$ cat src/rtl/ltrt_pkg.sv
// Shared definitions for the ltrt serial shift-register link: FSM state
// encodings, shift-direction constants and the default word width. Used by
// the transmitter, the receive-side register and their benches.
package ltrt_pkg;

  localparam int LTRT_WIDTH = 8;

  typedef enum logic [1:0] {
    ST_IDLE  = 2'b00,
    ST_SHIFT = 2'b01,
    ST_DONE  = 2'b10
  } state_t;

  // Shift direction captured with each word
  localparam logic DIR_LEFT  = 1'b1;  // MSB first
  localparam logic DIR_RIGHT = 1'b0;  // LSB first

endpackage : ltrt_pkg

$ cat src/rtl/ltrt_bitcnt.sv
// Bit counter for serial word framing: synchronous clear, count enable and a
// terminal-count flag comparing against a supplied last index. The counter
// is cleared on every load, so it never needs to wrap.
module ltrt_bitcnt #(
  parameter int CNT_W = 6
) (
  input  logic             clk,
  input  logic             reset,
  input  logic             clr,
  input  logic             en,
  input  logic [CNT_W-1:0] last,
  output logic [CNT_W-1:0] cnt,
  output logic             tc
);

  // Count enabled bits; clear has priority over enable
  // NOTE: sequential state uses non-blocking (<=) so every flop samples
  // pre-edge values regardless of process evaluation order.
  always_ff @(posedge clk) begin
    if (!reset) begin
      cnt <= '0;
    end else if (clr) begin
      cnt <= '0;
    end else if (en) begin
      cnt <= cnt + CNT_W'(1);
    end
  end

  assign tc = (cnt == last);

endmodule : ltrt_bitcnt

$ cat src/rtl/ltrt_piso_tx.sv
// Parallel-in serial-out transmitter for the ltrt link. Accepts a word over
// ld_valid/ld_ready, then presents it one bit per shift_en cycle, MSB-first
// or LSB-first as selected by sl at load time.
// Optional feature macro: LTRT_PISO_PARITY_EN -- when defined, an even-parity
// bit captured at load follows the data bits as one extra serial bit.
module ltrt_piso_tx
  import ltrt_pkg::*;
#(
  parameter int WIDTH = LTRT_WIDTH,
  parameter int CNT_W = 6
) (
  input  logic             clk,
  input  logic             reset,
  input  logic             ld_valid,
  output logic             ld_ready,
  input  logic [WIDTH-1:0] ld_data,
  input  logic             sl,
  input  logic             shift_en,
  output logic             sout,
  output logic             sout_valid,
  output logic             busy,
  output logic             done
);

`ifdef LTRT_PISO_PARITY_EN
  localparam logic [CNT_W-1:0] LAST = CNT_W'(WIDTH);
`else
  localparam logic [CNT_W-1:0] LAST = CNT_W'(WIDTH - 1);
`endif

  state_t           state;
  state_t           state_nxt;
  logic [WIDTH-1:0] shreg;
  logic             dir;
  logic [CNT_W-1:0] cnt;
  logic             cnt_tc;
  logic             accept;
  logic             advance;
  logic             data_bit;

`ifdef LTRT_PISO_PARITY_EN
  logic             par;
`endif

  assign accept   = (state == ST_IDLE) && ld_valid;
  assign advance  = (state == ST_SHIFT) && shift_en;
  assign data_bit = (dir == DIR_LEFT) ? shreg[WIDTH-1] : shreg[0];

  ltrt_bitcnt #(
    .CNT_W (CNT_W)
  ) u_bitcnt (
    .clk   (clk),
    .reset (reset),
    .clr   (accept),
    .en    (advance),
    .last  (LAST),
    .cnt   (cnt),
    .tc    (cnt_tc)
  );

  // State register
  always_ff @(posedge clk) begin
    if (!reset) begin
      state <= ST_IDLE;
    end else begin
      state <= state_nxt;
    end
  end

  // Shift register and per-word direction: load on accept, shift on enable
  always_ff @(posedge clk) begin
    if (!reset) begin
      shreg <= '0;
      dir   <= DIR_RIGHT;
    end else if (accept) begin
      shreg <= ld_data;
      dir   <= sl;
    end else if (advance) begin
      if (dir == DIR_LEFT) begin
        shreg <= {shreg[WIDTH-2:0], 1'b0};
      end else begin
        shreg <= {1'b0, shreg[WIDTH-1:1]};
      end
    end
  end

`ifdef LTRT_PISO_PARITY_EN
  // Even parity of the accepted word, sent after the data bits
  always_ff @(posedge clk) begin
    if (!reset) begin
      par <= 1'b0;
    end else if (accept) begin
      par <= ^ld_data;
    end
  end
`endif

  // Next-state and output decode
  // NOTE: every output and state_nxt gets a default first, so no path through
  // the case statement can leave a signal unassigned and infer a latch.
  always_comb begin
    state_nxt  = state;
    ld_ready   = 1'b0;
    sout       = 1'b0;
    sout_valid = 1'b0;
    busy       = 1'b0;
    done       = 1'b0;
    case (state)
      ST_IDLE: begin
        ld_ready = 1'b1;
        if (ld_valid) begin
          state_nxt = ST_SHIFT;
        end
      end
      ST_SHIFT: begin
        sout_valid = 1'b1;
        busy       = 1'b1;
`ifdef LTRT_PISO_PARITY_EN
        sout       = cnt_tc ? par : data_bit;
`else
        sout       = data_bit;
`endif
        if (shift_en && cnt_tc) begin
          state_nxt = ST_DONE;
        end
      end
      ST_DONE: begin
        busy      = 1'b1;
        done      = 1'b1;
        state_nxt = ST_IDLE;
      end
      default: begin
        // Unused encoding 2'b11 falls back to IDLE
        state_nxt = ST_IDLE;
      end
    endcase
  end

endmodule : ltrt_piso_tx

$ cat config.mk
export PLATFORM = sky130hd
export DESIGN_NAME = ltrt_piso_tx
export DESIGN_NICKNAME = d
export VERILOG_FILES = /design/src/rtl/ltrt_pkg.sv /design/src/rtl/ltrt_bitcnt.sv /design/src/rtl/ltrt_piso_tx.sv
export SDC_FILE = /design/constraint.sdc
export NUM_CORES = 1
export LEC_CHECK = 0
export BUFFER_PORTS_ARGS = -buffer_cell sky130_fd_sc_hd__buf_2
export CORE_MARGIN = 2
export CORE_UTILIZATION = 55
export CTS_BUF_LIST = sky130_fd_sc_hd__clkbuf_8
export CTS_CLUSTER_SIZE = 20
export DETAILED_ROUTE_END_ITERATION = 12
export PLACE_DENSITY = 0.8
export RECOVER_POWER = 100
export SLEW_MARGIN = 20
export SYNTH_ARGS = -nofsm -noshare
export SYNTH_HDL_FRONTEND = slang
export SYNTH_SLANG_ARGS = --single-unit
$ cat constraint.sdc
create_clock -name clk -period 1.67 [get_ports clk]
set_input_delay 0.334 -clock clk [delete_from_list [all_inputs] [get_ports clk]]
set_output_delay 0.334 -clock clk [all_outputs]
set_load 0.01 [all_outputs]
==> results of run 1 <==
metrics by stage:
| step | power, mW | area [sq um] | hold slack, ps | util, % |
|---|---|---|---|---|
| 6_report | 1.31 | 1050 | 341 | 69.1 |
| 5_1_grt | 1.40 | 1050 | 360 | 69.1 |
| 4_1_cts | 1.32 | 1060 | 337 | 69.5 |
| 3_5_place_dp | 1.03 | 1010 | 477 | 66.4 |
| 3_3_place_gp | 1.00 | 1010 | 461 | 66.4 |
| 2_1_floorplan | 0.881 | 906 | 447 | - |
what timing repair did:
item / 4_1_cts / 5_1_grt
gates resized for setup: 1 / 2
pin swaps: 0 / 0
setup endpoints to repair: 1 / 1
final timing paths:
kind                                       from  slack (ps)        to
worst max-delay path                   state[1]          60      sout
worst min-delay path                 ld_data[4]         340  shreg[4]
worst max register to register  u_bitcnt.cnt[3]         130  state[1]
worst min register to register         state[1]         480  state[1]
synth_stat cells, drive strengths merged (3+ instances only):
cell type	number	share of area, %
o22ai	6	4.1
a21oi	5	2.8
inv	4	1.7
clkbuf	3	1.2
nand2	19	7.9
nand3	4	2.2
ha	6	8.3
mux2	6	7.5
dfxtp	17	38
mux2i	9	9.9
nor2	4	1.7
worst min-delay path, cell delays in order:
cell and delay (ps):
buf_2 90, nand2_1 40, o22ai_1 60
state kept, by name, summed over array words and instances, names as in the netlist:
name	cells
u_bitcnt.cnt	6
state	2
shreg	8
dir	1
layer usage:
metal  vias to the layer above  GRT usage (%)
met5                         -              0
met4                         0           5.45
met3                         2           4.08
met2                        16           35.7
met1                       347           31.2
li1                        397              -
power groups by stage:
stage / sequential, mW / combinational (mW) / clock [mW]
finish: 0.543 / 0.469 / 0.296
global route: 0.554 / 0.523 / 0.319
CTS: 0.539 / 0.484 / 0.298
detailed placement: 0.545 / 0.480 / 0
global placement: 0.538 / 0.464 / 0
floorplan: 0.516 / 0.365 / 0
cell type report:
class	count	area, sq um
multi-input cells	75	529
repair buffers	20	101
flip-flops and latches	17	343
clock buffers	3	41.3
fillers	141	470
well taps	16	20.0
clock inverters	1	3.75
inverters	4	15.0
kinds of logic (layout without fill, tap and decap cells):
kind of cell,count (synthesis),in the layout,synth area share [%]
and+or+nand+nor,34,34,17.5
xor gates and xnor gates,2,2,1.93
muxes,15,15,17.4
buffers and inverters,9,28,4.00
adders and majority gates,6,6,8.29
DFF,17,17,37.6
AOI/OAI and AO/OA,18,18,13.3
==> results.cfg, run 1 <==
[logic_synthesis]
synth_nets = 120
yosys_most_used_dff = dfxtp_1
synth_edf_count = 0
synth_area_per_cell_sq_um = 8.97
ys_warn_count = 0
netlist_area_sq_um = 906
postSynthCellCount = 101
ys_ff_latch = 17
yosysUniqueCellTypes = 25
ys_async_sr_fraction_pct = 0
yosysSeqAreaShare_pct = 37.6

[place]
port-buffer-count = 17
post-place-cells = 132
place_ws_ps = 118
gp_congestion = 0.765
dpl.hpwl_microns = 1360

[finish]
final_common_cell = nand2_1
fin_cells = 136
diodes = 0
area_delta_synth_final_pct = 16.3
layout_common_cells = 19 x nand2_1, 15 x dfxtp_1, 14 x buf_2
drive_gt1_share_pct = 25.8
nets = 140

[clocking]
cts_root_buf = clkbuf_8
clock-sinks = 17
worst_skew_pair.late_latency_ps = 250
holdBufCountCts = 0
numCtsBuffers = 3
clkTransAtPathRegs_ps = 60
cts_buffer_depth = 2
htree_levels = 1
cts_tree = yes
cts_setup_buffers = 0

[timing]
fin_skew_ps = 4.80
rsz0062_at_grt = no
hold_viol = 0
finalMaxSlewViolations = 0
fin_crit_sh_pct = 96.3
tightestPinTransition_ps = 420
finalSetupViolCount = 0
slew_headroom_pct = 71.9
min_period_ps = 1610
fmax_ghz = 0.622
setup_slack_ps = 62.0
setup_tns_ps = 0

[route]
drt-pass1-iter-count = 4
drc = 0
vias = 762
top_layer_used = met4
wl_met1_microns = 899
drt_iter0_drc = 12
dr_wl_met3_microns = 72
wl_met2_microns = 878
drt.antenna.violating_nets = 0
wl_per_cell_microns = 13.7
routed_wl_microns = 1860
vias_per_cell = 5.60

[floorplanning]
die_w_microns = 44.6
die-area_sq_mm = 0.00199
start_util_pct = 59.4
core_area_sq_mm = 0.00152
die_h_microns = 44.6
rows = 14
io_pins = 18

[worst_setup_path]
cp_data_arrival_time_ps = 1270
cp_slowest_cell = dfxtp_2
crit_required_ps = 1340
crit_chain = inv_2 -> ha_1 -> buf_4 -> nor2b_1 -> buf_2
critPathCaptureType = output pin
path_delay_family = buffers and inverters
slowest_delay_ps = 350
crit_type = reg -> out
startpoint_type = flip-flop
crit_cells = 5
worstPathMaxFanout = 8
r2r.worst_path.cells = 3
crit_buf_inv = 3

[run]
cap_violations = 0

[power_and_ir_drop]
power.density_mw_per_mm2 = 1240
clkPwrFrac_pct = 22.7
swShare_pct = 34.9
internal_power_mw = 0.851
leakagePower_nw = 0.468
max-vdd-ir-drop_v = 0.000762
p_switching_mw = 0.457
p_comb_share_pct = 35.9
p_seq_share_pct = 41.5

[min_path]
hold_depth = 3
holdCritPathClass = in -> reg

[global_routing]
grt_max_degree = 13
grt.overflow.total = 0
grt_pass1_vias = 717
antenna_found_initial = 0
grt_usage_pct = 22.4
grt_pass1_wl_microns = 3260

[run_status]
status = complete, no violations
No activity file was read; power rests on OpenSTA's default activity.
==> inputs of run 2 (changes only) <==
--- a/config.mk
+++ b/config.mk
@@ -5,15 +5,16 @@
 export SDC_FILE = /design/constraint.sdc
 export NUM_CORES = 1
 export LEC_CHECK = 0
-export BUFFER_PORTS_ARGS = -buffer_cell sky130_fd_sc_hd__buf_2
 export CORE_MARGIN = 2
-export CORE_UTILIZATION = 55
+export CORE_UTILIZATION = 60
 export CTS_BUF_LIST = sky130_fd_sc_hd__clkbuf_8
 export CTS_CLUSTER_SIZE = 20
 export DETAILED_ROUTE_END_ITERATION = 12
-export PLACE_DENSITY = 0.8
+export DONT_BUFFER_PORTS = 1
+export PLACE_DENSITY = 0.76
 export RECOVER_POWER = 100
 export SLEW_MARGIN = 20
 export SYNTH_ARGS = -nofsm -noshare
 export SYNTH_HDL_FRONTEND = slang
 export SYNTH_SLANG_ARGS = --single-unit
+export TNS_END_PERCENT = 10
==> run 2 against run 1 <==
Effect of this change:
- wire length is 1.8% higher
- global-route usage is 0.27 points higher
- register-to-register slack worse by 50 ps
- clock skew is 1.3 ps lower
- sequential power is 0.9% lower
- setup slack worse by 13 ps
- sequential share of layout area is 1.8 points higher
- power is 0.45% lower
- first-iteration DRC count is 75% higher
- die area is 7.6% lower
- largest cell class unchanged
- highest routed layer unchanged
==> results.cfg, run 2 (same netlist as run 1, synthesis figures left out) <==
[finish]
layout_common_cells = 19 x nand2_1, 17 x dfxtp_1, 9 x mux2i_1
fin_cells = 121
nets = 125
largestRegisters = shreg x8, u_bitcnt.cnt x6, state x2
area_delta_synth_final_pct = 9.53
fillers = 123
drive_gt1_share_pct = 17.1
largest_register_ffs = 8
regMostFlops = shreg
fin_util_pct = 68.2
design_area_sq_um = 992
diodes = 0
final_common_cell = nand2_1

[floorplanning]
core_area_sq_mm = 0.00145
die-area_sq_mm = 0.00184
die_w_microns = 42.9
die_h_microns = 42.9
start_util_pct = 62.3
rows = 14
io_pins = 18

[route]
drt.antenna.violating_nets = 0
drt-pass1-iter-count = 4
routed_wl_microns = 1890
vias_per_cell = 6.05
drt_iter0_drc = 21
wl_per_cell_microns = 15.6
vias = 732
drc = 0

[worst_setup_path]
r2r_slack_ps = 80
slowest_delay_ps = 330
cp_data_arrival_time_ps = 1290
crit_chain = inv_1 -> ha_2 -> buf_4 -> nor2b_2
worstPathMaxFanout = 6
cp_slowest_cell = dfxtp_1
startpoint_type = flip-flop
critPathCaptureType = output pin
crit_required_ps = 1340
crit_type = reg -> out

[run]
cap_violations = 0

[power_and_ir_drop]
max-vdd-ir-drop_v = 0.000719
power.density_mw_per_mm2 = 1310
power_mw = 1.30
leakagePower_nw = 0.417

[clocking]
holdBufCountCts = 0
worst_skew_pair.late_latency_ps = 250
post_cts_resized = 1
clkTransAtPathRegs_ps = 70
cts_root_buf = clkbuf_8
htree_levels = 1
cts_tree = yes
clock-sinks = 17
numCtsBuffers = 3
cts_setup_buffers = 0
cts_buffer_depth = 2

[timing]
finalSetupViolCount = 0
fmax_ghz = 0.617
whs_ps = 228
min_period_ps = 1620
hold_viol = 0
tightestPinTransition_ps = 453
finalMaxSlewViolations = 0
setup_slack_ps = 48.6
fin_crit_sh_pct = 97.1
fin_skew_ps = 3.53
slew_headroom_pct = 69.7
rsz0062_at_grt = yes
setup_tns_ps = 0

[place]
dpl.hpwl_microns = 1360
post-place-cells = 117
gp_congestion = 0.823
place_ws_ps = 120
placed_cell_area_sq_um = 942
port-buffer-count = 0

[global_routing]
grt_usage_pct = 22.7
grt_max_degree = 13
grt_pass1_wl_microns = 3160
grt_pass1_vias = 719
antenna_found_initial = 0
grt.overflow.total = 0

[run_status]
status = complete, no violations

[min_path]
holdCritPathClass = in -> reg
[run 2: cell types whose count changed in the layout (fill, tap and decap cells not counted), sizes merged]
cell | before | now
clkbuf | 7 | 3
buf | 16 | 5
[run 2: layout make-up]
class,instances,area [sq um],area share (%)
multi-input combinational,75,534,53.8
sequential,17,340,34.3
clock buffer,3,41.3,4.16
timing repair buffer,5,37.5,3.78
tap,16,20.0,2.02
inverter,4,15.0,1.51
clock inverter,1,3.75,0.378
[run 2: layer usage]
metal / track usage (%) / wire [microns]
met2: 36.7 / 924
met1: 29.1 / 873
met5: 0 / 0
met4: 9.38 / 9
met3: 4.68 / 86
[run 2: final timing paths]
check | cells after the start | end | from
setup reg to reg | 5 | shreg[5] | state[0]
hold / removal | 2 | shreg[2] | ld_data[2]
setup / recovery | 4 | sout | state[1]
hold reg to reg | 2 | u_bitcnt.cnt[5] | u_bitcnt.cnt[5]
[run 2: critical path, delay by kind of cell (launching register included)]
family	cells	cell delay [ps]
DFF	1	330
buffers and inverters	2	280
adders and majority gates	1	250
and+or+nand+nor	1	190
[run 2: power breakdown]
group          internal, mW  switching, mW
Clock                 0.163          0.139
Sequential            0.472         0.0660
Combinational         0.213          0.250
==> inputs of run 3 (changes only) <==
--- a/config.mk
+++ b/config.mk
@@ -6,12 +6,11 @@
 export NUM_CORES = 1
 export LEC_CHECK = 0
 export CORE_MARGIN = 2
-export CORE_UTILIZATION = 60
+export CORE_UTILIZATION = 47
 export CTS_BUF_LIST = sky130_fd_sc_hd__clkbuf_8
 export CTS_CLUSTER_SIZE = 20
 export DETAILED_ROUTE_END_ITERATION = 12
 export DONT_BUFFER_PORTS = 1
-export PLACE_DENSITY = 0.76
 export RECOVER_POWER = 100
 export SLEW_MARGIN = 20
 export SYNTH_ARGS = -nofsm -noshare
==> run 3 against run 2 <==
Effect of this change:
- sequential power about the same
- die area up 25%
- non-clock buffer count is the same
- worst hold slack improved by 3.8 ps
- count of clock-buffer cells in the layout is the same
- power down 1.3%
- sequential share of layout area is 0.55 points lower
- critical path type unchanged
- clock skew hardly changed
==> results.cfg, run 3 (same netlist as run 1, synthesis figures left out) <==
[finish]
largestRegisters = shreg x8, u_bitcnt.cnt x6, state x2
final_common_cell = nand2_1
seqCellArea_sq_um = 340
drive_gt1_share_pct = 18.1
layout_common_cells = 18 x nand2_1, 17 x dfxtp_1, 9 x mux2i_1
fillers = 168
regMostFlops = shreg
largest_register_ffs = 8
multi_input_area_sq_um = 539
nets = 125
area_delta_synth_final_pct = 11.3
diodes = 0

[timing]
slew_headroom_pct = 73.7
min_period_ps = 1550
fmax_ghz = 0.646
setup_slack_ps = 121
hold_viol = 0
finalMaxSlewViolations = 0
setup_tns_ps = 0
tightestPinTransition_ps = 394
finalSetupViolCount = 0
rsz0062_at_grt = no
fin_skew_ps = 3.99
fin_crit_sh_pct = 92.8

[power_and_ir_drop]
p_comb_share_pct = 35.3
p_seq_share_pct = 41.6
p_switching_mw = 0.438
max-vdd-ir-drop_v = 0.000754
internal_power_mw = 0.847
swShare_pct = 34.1
power.density_mw_per_mm2 = 1270
leakagePower_nw = 0.419
clkPwrFrac_pct = 23.0

[worst_setup_path]
critPathCaptureType = output pin
crit_buf_inv = 2
crit_chain = inv_2 -> ha_1 -> buf_4 -> nor2b_4
slowest_delay_ps = 370
cp_data_arrival_time_ps = 1220
startpoint_type = flip-flop
path_delay_family = flip-flops
crit_type = reg -> out
crit_required_ps = 1340
cp_slowest_cell = dfxtp_1
worstPathMaxFanout = 8

[route]
wl_met1_microns = 840
dr_wl_met3_microns = 112
drc = 0
drt_iter0_drc = 6
wl_met2_microns = 782
top_layer_used = met4
routed_wl_microns = 1750
vias = 709
drt-pass1-iter-count = 4
drt.antenna.violating_nets = 0
wl_per_cell_microns = 13.4
vias_per_cell = 5.45

[floorplanning]
core_area_sq_mm = 0.00176
start_util_pct = 51.3
io_pins = 18
rows = 15
die_h_microns = 47.9
die-area_sq_mm = 0.00229
die_w_microns = 47.9

[place]
port-buffer-count = 0
gp_congestion = 0.732
dpl.hpwl_microns = 1360
place_ws_ps = 100

[clocking]
htree_levels = 1
cts_buffer_depth = 2
cts_tree = yes
clock-sinks = 17
numCtsBuffers = 3
clkTransAtPathRegs_ps = 60
cts_root_buf = clkbuf_8
worst_skew_pair.late_latency_ps = 250
holdBufCountCts = 0

[global_routing]
grt_usage_pct = 18.8
grt_pass1_vias = 678
antenna_found_initial = 0
grt_pass1_wl_microns = 3010
grt.overflow.total = 0
grt_max_degree = 13

[run_status]
status = complete, no violations

[min_path]
holdCritPathClass = in -> reg

[run]
cap_violations = 0
## run 3: final cells by class
class | instances | share of cell area [%]
Clock buffer | 3 | 4.09
Clock inverter | 1 | 0.372
Inverter | 4 | 1.49
Multi-Input combinational cell | 75 | 53.5
Sequential cell | 17 | 33.7
Tap cell | 25 | 3.10
Timing Repair Buffer | 5 | 3.72
## run 3: worst register-to-register path, stage by stage (launching register included)
cell,delay (ps)
dfxtp_1,370
inv_2,70
ha_1,210
buf_4,180
a21boi_0,140
a221oi_2,280
mux2i_1,230
## run 3: what timing repair did
item	CTS	global route
endpoints found under the setup margin	1	7
resized for setup	1	4
cloned	0	0
setup buffers	0	0
## run 3: metrics by stage
stage                     total power [mW]  hold slack (ps)  instances  instance area [sq um]  util, %
after floorplan                      0.881              447        101                    906        -
after global placement               0.974              472        126                    953     54.0
after detailed placement             0.989              475        126                    953     54.0
after CTS                             1.30              223        130                   1000     56.7
after global routing                  1.38              227        130                   1010     57.2
final                                 1.29              232        130                   1010     57.2
## run 3: path summary, 6_finish.rpt
check | start | slack, ps | cells after the start | end
setup / recovery | state[1] | 120 | 4 | sout
hold / removal | ld_data[5] | 230 | 2 | shreg[5]
setup reg to reg | state[1] | 130 | 6 | state[1]
hold reg to reg | u_bitcnt.cnt[1] | 480 | 2 | u_bitcnt.cnt[1]
## run 3: power by group through the flow
stage          Combinational [mW]  Sequential, mW  Clock, mW
2_1_floorplan               0.365           0.516          0
5_1_grt                     0.502           0.545      0.331
3_3_place_gp                0.435           0.539          0
6_report                    0.454           0.535      0.296
3_5_place_dp                0.446           0.543          0
4_1_cts                     0.450           0.534      0.311
## run 3: routing by layer
| layer | vias to the layer above | GRT usage, % |
|---|---|---|
| met5 | - | 0 |
| met4 | 0 | 4.86 |
| met3 | 2 | 7.55 |
| met2 | 16 | 28.8 |
| met1 | 323 | 24.8 |
| li1 | 368 | - |
